$ cat src/rtl/ifetch_queue.sv
// ifetch_queue -- program counter plus a DEPTH-entry prefetch queue in front of
// a synchronous instruction memory with a 1-cycle read latency. Instructions go
// to decode over a valid/ready handshake. A taken branch redirects fetch.
//
// Ports:
//   clk, reset              single clock, synchronous active-high reset
//   iBr_taken, iBr_dir      redirect request and its target address
//   oImem_req, oImem_addr   memory read request; the address is the PC register
//   iImem_data              read data, returned the cycle after oImem_req
//   oInst_valid/iInst_ready queue-head handshake with decode
//   oFetchedInst, oInst_pc  head instruction and its address
//   oNew_pc                 oInst_pc + 1, used downstream for branch targets
//   oFlush_cnt, oStall_cnt  saturating perf counters, present only when
//                           IFETCH_PERF_EN is defined
//
// Optional feature macro: IFETCH_PERF_EN.
module ifetch_queue #(
  parameter int                ADDR_W   = 10,
  parameter int                INSTR_W  = 16,
  parameter int                DEPTH    = 4,
  parameter logic [ADDR_W-1:0] RESET_PC = '0
) (
  input  logic               clk,
  input  logic               reset,
  input  logic               iBr_taken,
  input  logic [ADDR_W-1:0]  iBr_dir,
  output logic               oImem_req,
  output logic [ADDR_W-1:0]  oImem_addr,
  input  logic [INSTR_W-1:0] iImem_data,
  output logic               oInst_valid,
  input  logic               iInst_ready,
  output logic [INSTR_W-1:0] oFetchedInst,
  output logic [ADDR_W-1:0]  oInst_pc,
`ifdef IFETCH_PERF_EN
  output logic [15:0]        oFlush_cnt,
  output logic [15:0]        oStall_cnt,
`endif
  output logic [ADDR_W-1:0]  oNew_pc
);

  localparam int PW = $clog2(DEPTH);
  localparam int CW = PW + 1;          // count spans 0..DEPTH

  logic [ADDR_W-1:0]  pc_q, pc_d;
  logic               infl_q, infl_d;
  logic [ADDR_W-1:0]  infl_addr_q, infl_addr_d;
  logic [PW-1:0]      head_q, head_d, tail_q, tail_d;
  logic [CW-1:0]      count_q, count_d;
  logic [INSTR_W-1:0] q_instr_q [DEPTH];
  logic [ADDR_W-1:0]  q_pc_q    [DEPTH];
  logic               pop, wr_en;
  logic [CW:0]        occ;

  assign oInst_valid = (count_q != '0);
  assign pop         = oInst_valid && iInst_ready;

  // Occupancy after this cycle's pop, counting the read still in flight.
  // pop implies count_q >= 1, so the subtraction cannot underflow.
  assign occ        = {1'b0, count_q} + (CW+1)'(infl_q) - (CW+1)'(pop);
  assign oImem_req  = !reset && !iBr_taken && (occ < (CW+1)'(DEPTH));
  assign oImem_addr = pc_q;

  always_comb begin
    pc_d        = pc_q;
    infl_d      = 1'b0;
    infl_addr_d = infl_addr_q;
    head_d      = head_q;
    tail_d      = tail_q;
    count_d     = count_q;
    wr_en       = 1'b0;
    if (iBr_taken) begin
      // Returning data is dropped and the queue flushed; a same-cycle pop
      // has already been taken by decode, so nothing else is needed for it.
      pc_d   = iBr_dir;
      head_d = '0;
      tail_d = '0;
      count_d = '0;
    end else begin
      if (oImem_req) begin
        pc_d        = pc_q + ADDR_W'(1);
        infl_d      = 1'b1;
        infl_addr_d = pc_q;
      end
      if (infl_q) begin
        wr_en  = 1'b1;
        tail_d = tail_q + PW'(1);
      end
      if (pop) head_d = head_q + PW'(1);
      count_d = count_q + CW'(infl_q) - CW'(pop);
    end
  end

  always_ff @(posedge clk) begin
    if (reset) begin
      pc_q        <= RESET_PC;
      infl_q      <= 1'b0;
      infl_addr_q <= '0;
      head_q      <= '0;
      tail_q      <= '0;
      count_q     <= '0;
    end else begin
      pc_q        <= pc_d;
      infl_q      <= infl_d;
      infl_addr_q <= infl_addr_d;
      head_q      <= head_d;
      tail_q      <= tail_d;
      count_q     <= count_d;
    end
  end

  // Entry storage needs no reset: count_q alone decides what is visible.
  always_ff @(posedge clk) begin
    if (!reset && wr_en) begin
      q_instr_q[tail_q] <= iImem_data;
      q_pc_q[tail_q]    <= infl_addr_q;
    end
  end

  assign oFetchedInst = oInst_valid ? q_instr_q[head_q] : '0;
  assign oInst_pc     = oInst_valid ? q_pc_q[head_q]    : '0;
  assign oNew_pc      = oInst_valid ? q_pc_q[head_q] + ADDR_W'(1) : '0;

`ifdef IFETCH_PERF_EN
  logic [15:0] flush_q, stall_q;

  always_ff @(posedge clk) begin
    if (reset) begin
      flush_q <= '0;
      stall_q <= '0;
    end else begin
      if (iBr_taken && flush_q != 16'hFFFF) flush_q <= flush_q + 16'd1;
      if (oInst_valid && !iInst_ready && stall_q != 16'hFFFF)
        stall_q <= stall_q + 16'd1;
    end
  end

  assign oFlush_cnt = flush_q;
  assign oStall_cnt = stall_q;
`endif

endmodule

$ cat config.mk
export PLATFORM = sky130hd
export DESIGN_NAME = ifetch_queue
export DESIGN_NICKNAME = d
export VERILOG_FILES = /design/src/rtl/ifetch_queue.sv
export SDC_FILE = /design/constraint.sdc
export NUM_CORES = 1
export LEC_CHECK = 0
export BUFFER_PORTS_ARGS = -buffer_cell sky130_fd_sc_hd__buf_2
export CORE_MARGIN = 8
export CORE_UTILIZATION = 55
export DETAILED_ROUTE_END_ITERATION = 8
export PLACE_DENSITY = 0.77
export RECOVER_POWER = 50
export REMOVE_ABC_BUFFERS = 1
export SLEW_MARGIN = 30
export SYNTH_ARGS = -nofsm -noshare
export SYNTH_HDL_FRONTEND = slang
export SYNTH_SLANG_ARGS = --single-unit
$ cat constraint.sdc
create_clock -name clk -period 4.57 [get_ports clk]
set_input_delay 0 -clock clk [delete_from_list [all_inputs] [get_ports clk]]
set_output_delay 0 -clock clk [all_outputs]
set_load 0.01 [all_outputs]
# Word-level counts from Yosys, hierarchy flattened
# Memory sizes are Yosys's and may differ from the RTL's. A register that Yosys moved wholly into a read port is not among the register bits.
# Index checks and enable logic that the tools add are counted.
# Widths: inputs -> output; s select.
# op_classes
addsub	8
magnitude_cmp	1
n_mux	14
bitwise	1
n_reduce_logical	10
# op_table
operator	count
$mux 10	4
$add 10x1->10 const B	2
$mux 16	1
$mux 2	4
$mux 1	5
$add 2x1->2 const B	2
$add 3x1->4	1
$logic_and 1x1->1	4
$lt 4x3->1 const B	1
$sub 4x1->4	1
$add 3x1->3	1
$reduce_bool 3->1	1
$sub 3x1->3	1
$logic_not 1->1	2
$reduce_and 2->1	1
$reduce_bool 2->1	1
$reduce_or 2->1	1
$not 1->1	1
# totals
register_bits	28
ram_bits	104
input_bits	30
out_inout_bits	48
elab_cells	42
mem_count	2
# memory_table
memory	depth	width	rd	rd_clocked_by_memory_dff	wr	line	source
q_instr_q	4	16	1	1	1	49	logic [INSTR_W-1:0] q_instr_q [DEPTH];
q_pc_q	4	10	1	1	1	50	logic [ADDR_W-1:0] q_pc_q [DEPTH];

# Depth between registers and ports, before layout
# Gate-level depths: netlist (run 1).
# logic_depth
word_depth	7
mapped_depth	15
depth_no_buf	13

# Worst setup path before layout (run 1)
# Ideal clock, no wire load.
# synth_path
kind	register to register
from	reg count_q[2]
to	reg infl_addr_q[0]
setup_time_ps	128
arrival_time_ps	2864
required_time_ps	4442
setup_slack_ps	1579
stages_incl_launch_ff	16
n_path_buf	2
synth_period_minus_slack_ps	2991
path_cell_list	dfxtp_1 nor3_1 inv_1 and2_1 ha_1 inv_1 ha_1 inv_1 fa_1 xnor2_1 nand2_1 nor3_4 buf_6 buf_6 mux2i_1 nor2_1
# synth_via
elab_chain_len	6
elab_cells_between_ends	7
classes_between	add/sub: 2; order compare: 1; reduce/logical: 4
# synth_rtl
item	line	source
from (decl)	48	logic [CW-1:0] count_q, count_d;
from (signal assigned)	107	count_q <= count_d;
$reduce_bool 3->1	54	assign oInst_valid = (count_q != '0);
$logic_and 1x1->1	55	assign pop = oInst_valid && iInst_ready;
net pop	51	logic pop, wr_en;
$sub 4x1->4	59	assign occ = {1'b0, count_q} + (CW+1)'(infl_q) - (CW+1)'(pop);
$lt 4x3->1	60	assign oImem_req = !reset && !iBr_taken && (occ < (CW+1)'(DEPTH));
$logic_and 1x1->1	60	
net oImem_req	27	output logic oImem_req,
$reduce_and 2->1 (no line)	n/a	
to (signal assigned)	104	infl_addr_q <= infl_addr_d;
to (decl)	46	logic [ADDR_W-1:0] infl_addr_q, infl_addr_d;
# The timed path passes the listed nets, and every way through them passes these cells.
# A chain may end at the register's enable or synchronous reset.

# Worst setup path in the final report (run 1)
# layout_path
from	reg count_q[2]
to	reg pc_q[9] (netlist: oImem_addr[9])
# layout_via
elab_chain_len	6
elab_cells_between_ends	7
classes_between	add/sub: 2; order compare: 1; reduce/logical: 4
# layout_rtl
item	line	source
$reduce_bool 3->1	54	
$logic_and 1x1->1	55	
net pop	51	
$sub 4x1->4	59	
$lt 4x3->1	60	
$logic_and 1x1->1	60	
$reduce_bool 2->1 (no line)	n/a	
to (signal assigned)	102	pc_q <= pc_d;
to (decl)	44	logic [ADDR_W-1:0] pc_q, pc_d;
# The timed path passes the listed nets, and every way through them passes these cells.

==> impl_results.md, run 1 <==
- DP HPWL: 7037 µm
- Dominant cells by area after synthesis: edfxtp_1 (55%), dfxtp_1 (11%), mux4_2 (10%)
- Outcome: complete, but fails checks
- Post-Syn Area: 5649 µm²
- Gr usage total: 17.99%
- Worst-Skew Late Latency: 0.51 ns
- Port buffer count: 77
- Total power: 3.080 mW
- Part of the Yosys area used for sequential elements: 65.91%
- GR Overflow Total: 0
- Most common cell in the synthesized netlist: edfxtp_1
- Area leader, netlist: edfxtp_1
- Layout area overhead: 25.03%
- Post-synth top cells: edfxtp_1 (104), nor2_1 (32), dfxtp_1 (30)
- Core outline area: 10140 µm²
- Vias per inst: 5.469
- Design area: 7063 µm²
- Io pins: 78
- Count of different cell masters after synthesis: 45
- Vias in the first global route: 3775
- Area after DPL: 6156 µm²
- Startpoint types: register
- Post-route ant nets: 0
- Critical path class: reg2reg
- Critical path, cell by cell: nor3_1 > buf_4 > clkinvlp_4 > and2_1 > ha_1 > inv_1 > ha_1 > inv_1 > fa_1 > xnor2_1 > nand2_1 > nor3_4 > buf_4 > nand4_1 > a221oi_2 > dlygate4sd3_1
- Arrival @ worst endpoint: 4.68 ns
- DIE HEIGHT: 117.3 µm
- Initial antenna violation count: 0
- Pwr dens: 436.1 nW/µm²
- DRT Wirelength: 12040 µm
- Final Critical Period: 4.223 ns
- H-tree depth: 4
- Highest clock rate: 236.8 MHz
- Worst stage delay on the critical path: 0.58 ns
- HP Class: in2reg
- Leak: 2.553 nW
- Starting Density: 55.72%
- Layout cell share with drive strength beyond 1: 24.14%
- Post-layout util: 69.67%
- Die width: 117.3 µm
- Drt wl/cell: 19.02 µm
- DR DRC count: 0
- TNS Setup: 0 ns
- 1st-iter DRT viols: 253
- Worst-margin pin slew: 1.736 ns
- Leading register cell type out of synthesis: edfxtp_1
- Setup bufs post-CTS: 0
- Post-synth EDFFs: 104
- Layout fillers: 688
- Max Cap Viol: 2
- Worst path required time: 5.03 ns
- Worst-case clock skew: 0.006345 ns
- Vias: 3462
- Avg Cell Area, Syn: 15.69 µm²
- Failing checks: capacitance limit, slew limit
- Clock Sinks: 134
- YS warnings: 0
- CTS Buf Count: 17
- N_diodes: 0
- Setup crit end kind: register
- RSZ-0062 raised after global routing: false
- Top delay family on crit path: buffers and inverters
- Core Rows: 37
- Post-synth ARST share: 0%
- Yosys reg bits: 134
- Worst-path clk slew: 0.06 ns
- Slew headroom: -15.76%
- Die area: 13770 µm²
- RePlAce Congestion: 0.7350
- DRT Pass-1 Iters: 4
- Max Root-Sink Buffers: 2
- Final hold slack: 0.05061 ns
- Final hold violations: 0
- Synth top area share: 55.28%
- Max IR drop VDD: 0.2363 mV
- Nets: 526
- Reg2Reg Setup Slack: 0.35 ns
- Slowest CP cell: dlygate4sd3_1
- First-pass GRT wire length: 19510 µm
- Largest net degree at the start of global routing: 31
- WP buf/inv: 6
- Worst-path maximum fanout: 30
- Tcrit/Tclk final: 92.40%
- Root Driver: clkbuf_8
- Cell count after synthesis: 360
- CTS tree: built
- Slew Viols, Final: 54
- Final setup violation count: 0
[worst min-delay path, stage by stage]
cell and delay, ns:
buf_2 0.27, mux2_1 0.19, o22ai_1 0.06
[per-stage QoR]
step | cells | setup WS [ns]
5_1_grt | 633 | 0.04321
2_1_floorplan | 343 | 0.1395
3_3_place_gp | 563 | 0.9164
4_1_cts | 632 | 0.2428
3_5_place_dp | 563 | 0.7552
6_report | 633 | 0.3472
[repair_timing]
action | in CTS | in global routing
endpoints found under the setup margin | 0 | 4
hold endpoints to repair | 86 | 0
hold buffers | 37 | 0
resized for setup | 0 | 1
[sequential cells by signal (all words and copies together) (netlist names), named ones only]
register,flops
infl_q,1
oImem_addr,10
infl_addr_q,10
q_instr_q,64
q_pc_q,40
tail_q,2
count_q,3
head_q,2
[logic make-up after synthesis]
kind of cell	Yosys count	synth area share, %
multiplexers	44	13.69
AND/OR/NAND/NOR	94	9.214
AO/OA/AOI/OAI	25	3.211
adder cells (fa/ha/maj)	12	2.791
XOR/XNOR	12	1.861
buffers and inverters	39	3.322
flip-flops	134	65.91
[final cells by class]
class                           count  area [µm²]  share of cell area [%]
Sequential cell                   134        3727                   52.77
Multi-Input combinational cell    187        1738                   24.61
Timing Repair Buffer              121       767.0                   10.86
Clock buffer                       19       421.7                   5.970
Tap cell                          136       170.2                   2.409
Clock inverter                     13       147.6                   2.090
Inverter                           22       86.33                   1.222
Timing Repair inverter              1       5.005                 0.07086
[routing by layer]
metal / track usage [%] / vias to the layer above / routed length [µm] / part of all wire (%)
met4: 5.839 / 0 / 129 / 1.1
met2: 31.58 / 125 / 6269 / 52
li1: - / 1601 / - / -
met3: 6.091 / 16 / 719 / 6.0
met1: 20.06 / 1720 / 4923 / 41
met5: 0 / - / 0 / 0
[cells in the final DEF (no fill, tap or decap), drive strengths merged, types with 4 or more instances in the layout]
cell	instances
nor3	6
and2	26
dfxtp	30
clkbuf	48
o22ai	4
buf	55
dlygate4sd3	37
nor2	32
clkinvlp	5
nand3	5
a32oi	6
o21ai	4
xnor2	9
clkinv	5
a21oi	4
ha	11
and3	7
mux2	6
mux4	26
mux2i	12
nand2	9
edfxtp	104
inv	24
[report_power, final]
part / switching [mW] / internal (mW)
Combinational: 0.226 / 0.181
Clock: 0.508 / 0.782
Sequential: 0.0391 / 1.35
Total: 0.773 / 2.31
[path summary, 6_finish.rpt]
kind / start / depth (start not counted) / endpoint
min reg2reg: infl_addr_q[0]$_SDFFE_PP0P_ / 0 / q_pc_q[3][0]$_DFFE_PP_
min: iBr_taken / 3 / oImem_addr[7]$_SDFFE_PP0P_
max reg2reg: count_q[2]$_SDFF_PP0_ / 16 / oImem_addr[9]$_SDFFE_PP0P_
max: count_q[2]$_SDFF_PP0_ / 16 / oImem_addr[9]$_SDFFE_PP0P_
Power figures use the tool's default switching activity.
==> inputs of run 2 (changes only) <==
- HOLD_SLACK_MARGIN: unset -> 0.1
- clock period: 4.57 -> 4 ns (I/O delays scaled with it)
==> impl_results.md, run 2 (synthesis gave the netlist of run 1 again) <==
- DRT Wirelength: 11630 µm (-3.4%)
- Post-route ant nets: 0 (unchanged)
- Setup crit end kind: register
- Most frequent cells in the layout: edfxtp_1 (104), buf_2 (50), dlygate4sd3_1 (38)
- Initial antenna violation count: 0 (unchanged)
- Layout area overhead: 25.85%
- Port buffer count: 77 (unchanged)
- Worst-case clock skew: 0.006882 ns (+0.0005371 ns)
- DRT Pass-1 Iters: 5 (+1)
- Sequential Area: 3725 µm² (about the same)
- Outcome: complete, but fails checks
- Worst-path maximum fanout: 30 (unchanged)
- Max Root-Sink Buffers: 2 (unchanged)
- Worst-path clk slew: 0.06 ns (about the same)
- Io pins: 78 (unchanged)
- Top reg by flops: q_instr_q
- Failing checks: capacitance limit, slew limit
- Core outline area: 10140 µm² (unchanged)
- HP Class: in2reg
- Final Critical Period: 3.761 ns (-0.4613 ns)
- Switching share of total power: 25.30% (+0.22 points)
- Pwr dens: 500.5 nW/µm² (+15%)
- Worst-Skew Late Latency: 0.50 ns (about the same)
- Max FFs per register: 64 (unchanged)
- Crit-path most repeated cell: inv_1
- Worst-margin pin slew: 1.746 ns (+0.009901 ns)
- Worst stage delay on the critical path: 0.57 ns (about the same)
- Layout cell share with drive strength beyond 1: 24.65% (+0.50 points)
- Final setup violation count: 0 (unchanged)
- Area after DPL: 6168 µm² (+0.20%)
- CTS tree: built
- Startpoint types: register
- DIE HEIGHT: 117.3 µm (unchanged)
- Clock share of power: 42.5% (+0.6 points)
- Max Cap Viol: 2 (unchanged)
- Vias per inst: 5.431 (-0.69%)
- RePlAce Congestion: 0.7435 (+1.2%)
- Vias: 3449 (-0.38%)
- Arrival @ worst endpoint: 4.21 ns (-0.47 ns)
- Most common cell after layout, fill and taps aside: edfxtp_1
- DP Cell Count: 565 (+0.36%)
- Int Power: 2.658 mW (+15%)
- TNS Setup: 0 ns (unchanged)
- Multi-input logic area: 1743 µm² (+0.29%)
- Setup bufs post-CTS: 0 (unchanged)
- Root Driver: clkbuf_8
- Vias in the first global route: 3690 (-2.3%)
- DP HPWL: 7215 µm (+2.5%)
- Slew Viols, Final: 54 (unchanged)
- N_diodes: 0 (unchanged)
- Highest clock rate: 265.9 MHz (+12%)
- Number of non-filler instances in the completed layout: 635 (+0.32%)
- Largest net degree at the start of global routing: 31 (unchanged)
- Combinational power share: 13.2% (about the same)
- Gr usage total: 17.32% (-0.67 points)
- Leak: 2.588 nW (+1.4%)
- Post-layout util: 70.12% (+0.46 points)
- Layout fillers: 677 (-1.6%)
- Die area: 13770 µm² (unchanged)
- Critical path class: reg2reg
- Top flop regs: q_instr_q (64), q_pc_q (40)
- Total power: 3.558 mW (+16%)
- Drt wl/cell: 18.31 µm (-3.7%)
- Die width: 117.3 µm (unchanged)
- Slew headroom: -16.42% (-0.66 points)
- 1st-iter DRT viols: 181 (-28%)
- DR DRC count: 0 (unchanged)
- CTS Buf Count: 17 (unchanged)
- Critical path, cell by cell: nor3_2 > inv_1 > buf_4 > and2_1 > ha_1 > inv_1 > ha_1 > inv_1 > fa_1 > xnor2_1 > nand2_1 > nor3_4 > buf_12 > nand4_1 > a221oi_2 > dlygate4sd3_1
- Tcrit/Tclk final: 94.04% (+1.6 points)
- Max IR drop VDD: 0.2661 mV (+13%)
- H-tree depth: 4 (unchanged)
- Design area: 7109 µm² (+0.66%)
- First-pass GRT wire length: 18760 µm (-3.8%)
- Slowest CP cell: dlygate4sd3_1
- Starting Density: 55.72% (unchanged)
- Nets: 528 (+0.38%)
- Seq pwr share: 44.3% (-0.6 points)
- Final hold violations: 0 (unchanged)
- Reg2Reg Depth: 16 (unchanged)
- Hold depth: 4 (+1)
- Core Rows: 37 (unchanged)
- GR Overflow Total: 0 (unchanged)
- RSZ-0062 raised after global routing: false
- Worst path required time: 4.45 ns (-0.58 ns)
- Clock Sinks: 134 (unchanged)
- Net Sw Power: 0.9003 mW (+17%)
run 2: layout make-up:
| class | instances | share of cell area (%) |
|---|---|---|
| clock buffer | 17 | 5.825 |
| clock inverter | 15 | 2.394 |
| inverter | 22 | 1.162 |
| multi-input combinational | 187 | 24.52 |
| sequential | 134 | 52.39 |
| tap | 136 | 2.394 |
| timing repair buffer | 124 | 11.32 |
run 2: worst paths after layout:
| kind | startpoint | end | slack (ns) |
|---|---|---|---|
| worst min-delay path | iBr_dir[2] | oImem_addr[2]$_SDFFE_PP0P_ | 0.27 |
| worst max register to register | count_q[2]$_SDFF_PP0_ | oImem_addr[9]$_SDFFE_PP0P_ | 0.24 |
| worst max-delay path | count_q[2]$_SDFF_PP0_ | oImem_addr[9]$_SDFFE_PP0P_ | 0.24 |
| worst min register to register | infl_addr_q[5]$_SDFFE_PP0P_ | q_pc_q[2][5]$_DFFE_PP_ | 0.52 |
run 2: worst max-delay path, delay by kind of cell, from the launching register on:
kind                     cells  cell delay (ns)
AO/OA/AOI/OAI                1             0.25
XOR/XNOR                     1             0.21
adder cells (fa/ha/maj)      3             0.82
buffers and inverters        6             1.17
flip-flops                   1             0.36
AND/OR/NAND/NOR              5             0.89
run 2: power by group through the flow:
| stage | combinational, mW | clock, mW | sequential, mW |
|---|---|---|---|
| 2_1_floorplan | 0.256 | 0 | 1.60 |
| 3_3_place_gp | 0.429 | 0 | 1.60 |
| 3_5_place_dp | 0.439 | 0 | 1.60 |
| 4_1_cts | 0.473 | 1.53 | 1.57 |
| 5_1_grt | 0.513 | 1.60 | 1.58 |
| 6_report | 0.470 | 1.51 | 1.58 |
run 2: repair_timing:
item | 4_1_cts | 5_1_grt
endpoints found under the setup margin | 0 | 7
hold buffers | 38 | 0
gates resized for setup | 0 | 4
endpoints found under the hold margin | 88 | 0
run 2: layer usage:
layer / up-vias / wire [µm] / track usage (%) / part of all wire, %
met5: - / 0 / 0 / 0
met4: 0 / 216 / 7.380 / 1.9
met3: 18 / 683 / 5.276 / 5.9
met2: 136 / 6028 / 30.15 / 52
met1: 1693 / 4699 / 19.25 / 40
li1: 1602 / - / - / -
run 2: through the flow:
stage	hold slack [ns]	worst slack (ns)
6_report	0.2656	0.2385
5_1_grt	0.2595	0.006187
4_1_cts	0.2262	0.05508
3_5_place_dp	0.2180	0.5527
3_3_place_gp	0.2112	0.6793
2_1_floorplan	0.06625	-0.4305
==> inputs of run 3 (changes only) <==
- REMOVE_ABC_BUFFERS: 1 -> unset
==> impl_results.md, run 3 (synthesis gave the netlist of run 1 again) <==
- Worst-case clock skew: 0.009033 ns (+0.002150 ns)
- Max Root-Sink Buffers: 2 (unchanged)
- Met2 Use GR: 28.08% (-2.1 points)
- Crit-path most repeated cell: inv_1
- Leak: 2.614 nW (+1.0%)
- Post-route ant nets: 0 (unchanged)
- Most common cell after layout, fill and taps aside: edfxtp_1
- Final hold slack: 0.2444 ns (-0.02120 ns)
- Setup WS pre-CTS: 0.6036 ns (+0.05088 ns)
- Root Driver: clkbuf_8
- Arrival @ worst endpoint: 4.24 ns (+0.03 ns)
- Clock Sinks: 134 (unchanged)
- Top flop regs: q_instr_q (64), q_pc_q (40)
- Drt wl/cell: 17.93 µm (-2.1%)
- Layout cell share with drive strength beyond 1: 25.35% (+0.70 points)
- Hold_sp: iBr_dir[4]
- Largest net degree at the start of global routing: 31 (unchanged)
- Startpoint types: register
- Worst stage delay on the critical path: 0.56 ns (about the same)
- TNS Setup: 0 ns (unchanged)
- Worst-path clk slew: 0.06 ns (about the same)
- RePlAce Congestion: 0.7225 (-2.8%)
- Worst-Skew Late Latency: 0.51 ns (about the same)
- Port buffer count: 77 (unchanged)
- Top reg by flops: q_instr_q
- DP Cell Count: 565 (unchanged)
- Nets: 530 (+0.38%)
- Fin worst setup slack: 0.2149 ns (-0.02367 ns)
- Total power: 3.495 mW (-1.8%)
- Met1 Use GR: 20.49% (+1.2 points)
- Tcrit/Tclk final: 94.63% (+0.59 points)
- Met3 Use GR: 5.372% (+0.096 points)
- DR DRC count: 0 (unchanged)
- Max FFs per register: 64 (unchanged)
- Vias: 3422 (-0.78%)
- Vias per inst: 5.372 (-1.1%)
- Most frequent cells in the layout: edfxtp_1 (104), buf_2 (51), dlygate4sd3_1 (38)
- First-pass GRT wire length: 18700 µm (-0.33%)
- Worst Hold End: oImem_addr[4]$_SDFFE_PP0P_
- Critical path class: reg2reg
- Die width: 117.3 µm (unchanged)
- Core Rows: 37 (unchanged)
- Max Cap Viol: 3 (+1)
- Failing checks: capacitance limit, slew limit
- Starting Density: 55.72% (unchanged)
- Hold depth: 4 (unchanged)
- Top delay family on crit path: buffers and inverters
- Design area: 7118 µm² (+0.12%)
- Reg2Reg Setup Slack: 0.21 ns (-0.02 ns)
- Area after DPL: 6170 µm² (about the same)
- Io pins: 78 (unchanged)
- DIE HEIGHT: 117.3 µm (unchanged)
- Worst-margin pin slew: 1.656 ns (-0.09041 ns)
- Post-layout util: 70.21% (+0.086 points)
- Outcome: complete, but fails checks
- Number of non-filler instances in the completed layout: 637 (+0.31%)
- DP HPWL: 6896 µm (-4.4%)
- Top Usage Layer GRT: met2
- DRT Pass-1 Iters: 4 (-1)
- Syn_nets: 402
- Highest clock rate: 264.2 MHz (-0.63%)
- Setup crit end kind: register
- Slew headroom: -10.39% (+6.0 points)
- Critical path, cell by cell: nor3_2 > inv_1 > buf_4 > and2_1 > ha_1 > inv_1 > ha_1 > inv_1 > fa_1 > xnor2_2 > nand2_1 > nor3_4 > buf_12 > nand4_1 > a221oi_2 > dlygate4sd3_1
- Final setup violation count: 0 (unchanged)
- Initial antenna violation count: 0 (unchanged)
- HP Class: in2reg
- Max IR drop VDD: 0.2622 mV (-1.5%)
- Layout area overhead: 26.00%
- GR Overflow Total: 0 (unchanged)
- Final Critical Period: 3.785 ns (+0.02367 ns)
- Pwr dens: 491.0 nW/µm² (-1.9%)
- Worst-path maximum fanout: 26 (-13%)
- CTS tree: built
- Die area: 13770 µm² (unchanged)
- CTS Buf Count: 17 (unchanged)
- Slew Viols, Final: 81 (+50%)
- Worst path required time: 4.45 ns (about the same)
- DRT Wirelength: 11420 µm (-1.8%)
- RR Startpoint: count_q[2]$_SDFF_PP0_
- Reg2Reg Capture Point: oImem_addr[9]$_SDFFE_PP0P_
- Reg2Reg Depth: 16 (unchanged)
- N_diodes: 0 (unchanged)
- H-tree depth: 4 (unchanged)
- Gr usage total: 17.11% (-0.21 points)
- Slowest CP cell: dlygate4sd3_1
- Core outline area: 10140 µm² (unchanged)
- Vias in the first global route: 3703 (+0.35%)
- WP buf/inv: 6 (unchanged)
- 1st-iter DRT viols: 199 (+9.9%)
- Final hold violations: 0 (unchanged)
[run 3: changes by cell type in the layout (fill, tap and decap cells not counted), moves of 2 or more]
cell and change:
clkinv_2 +5, clkbuf_16 +2, inv_8 -2, inv_4 +4, clkinvlp_4 -3, inv_6 -4
[run 3: cell type report]
type	instances	area [µm²]
Clock inverter	12	97.59
Inverter	22	82.58
Fill cell	674	3020
Clock buffer	20	456.7
Tap cell	136	170.2
Sequential cell	134	3726
Multi-Input combinational cell	187	1750
Timing Repair Buffer	126	834.6
[run 3: worst max-delay path by stage]
stage,slack [ns],endpoint,depth (start not counted),start
floorplan,1.01,infl_addr_q[0]$_SDFFE_PP0P_,15,count_q[2]$_SDFF_PP0_
detailed placement,0.60,oImem_addr[5]$_SDFFE_PP0P_,15,count_q[2]$_SDFF_PP0_
global route,-0.04,oImem_addr[9]$_SDFFE_PP0P_,16,count_q[2]$_SDFF_PP0_
CTS,0.09,oImem_addr[9]$_SDFFE_PP0P_,16,count_q[2]$_SDFF_PP0_
finish,0.21,oImem_addr[9]$_SDFFE_PP0P_,16,count_q[2]$_SDFF_PP0_
global placement,0.69,oImem_addr[7]$_SDFFE_PP0P_,15,count_q[2]$_SDFF_PP0_
[run 3: tightest hold or removal path, stage by stage]
cell	delay, ns
dlygate4sd3_1	0.52
buf_2	0.09
a32oi_1	0.05
o21ai_1	0.06
[run 3: metal layers]
metal	up-vias	part of all wire [%]
met1	1699	42
li1	1610	-
met2	102	52
met5	-	0
met4	0	0.98
met3	11	5.0
[run 3: where the power goes]
part / switching, mW / internal (mW)
Combinational: 0.255 / 0.233
Clock: 0.553 / 0.874
Sequential: 0.0415 / 1.54
[run 3: timing repair]
| item | CTS | global route |
|---|---|---|
| hold buffers | 38 | 0 |
| hold endpoints to repair | 88 | 0 |
| setup buffers | 0 | 1 |
| endpoints found under the setup margin | 0 | 7 |
| resized for setup | 0 | 5 |
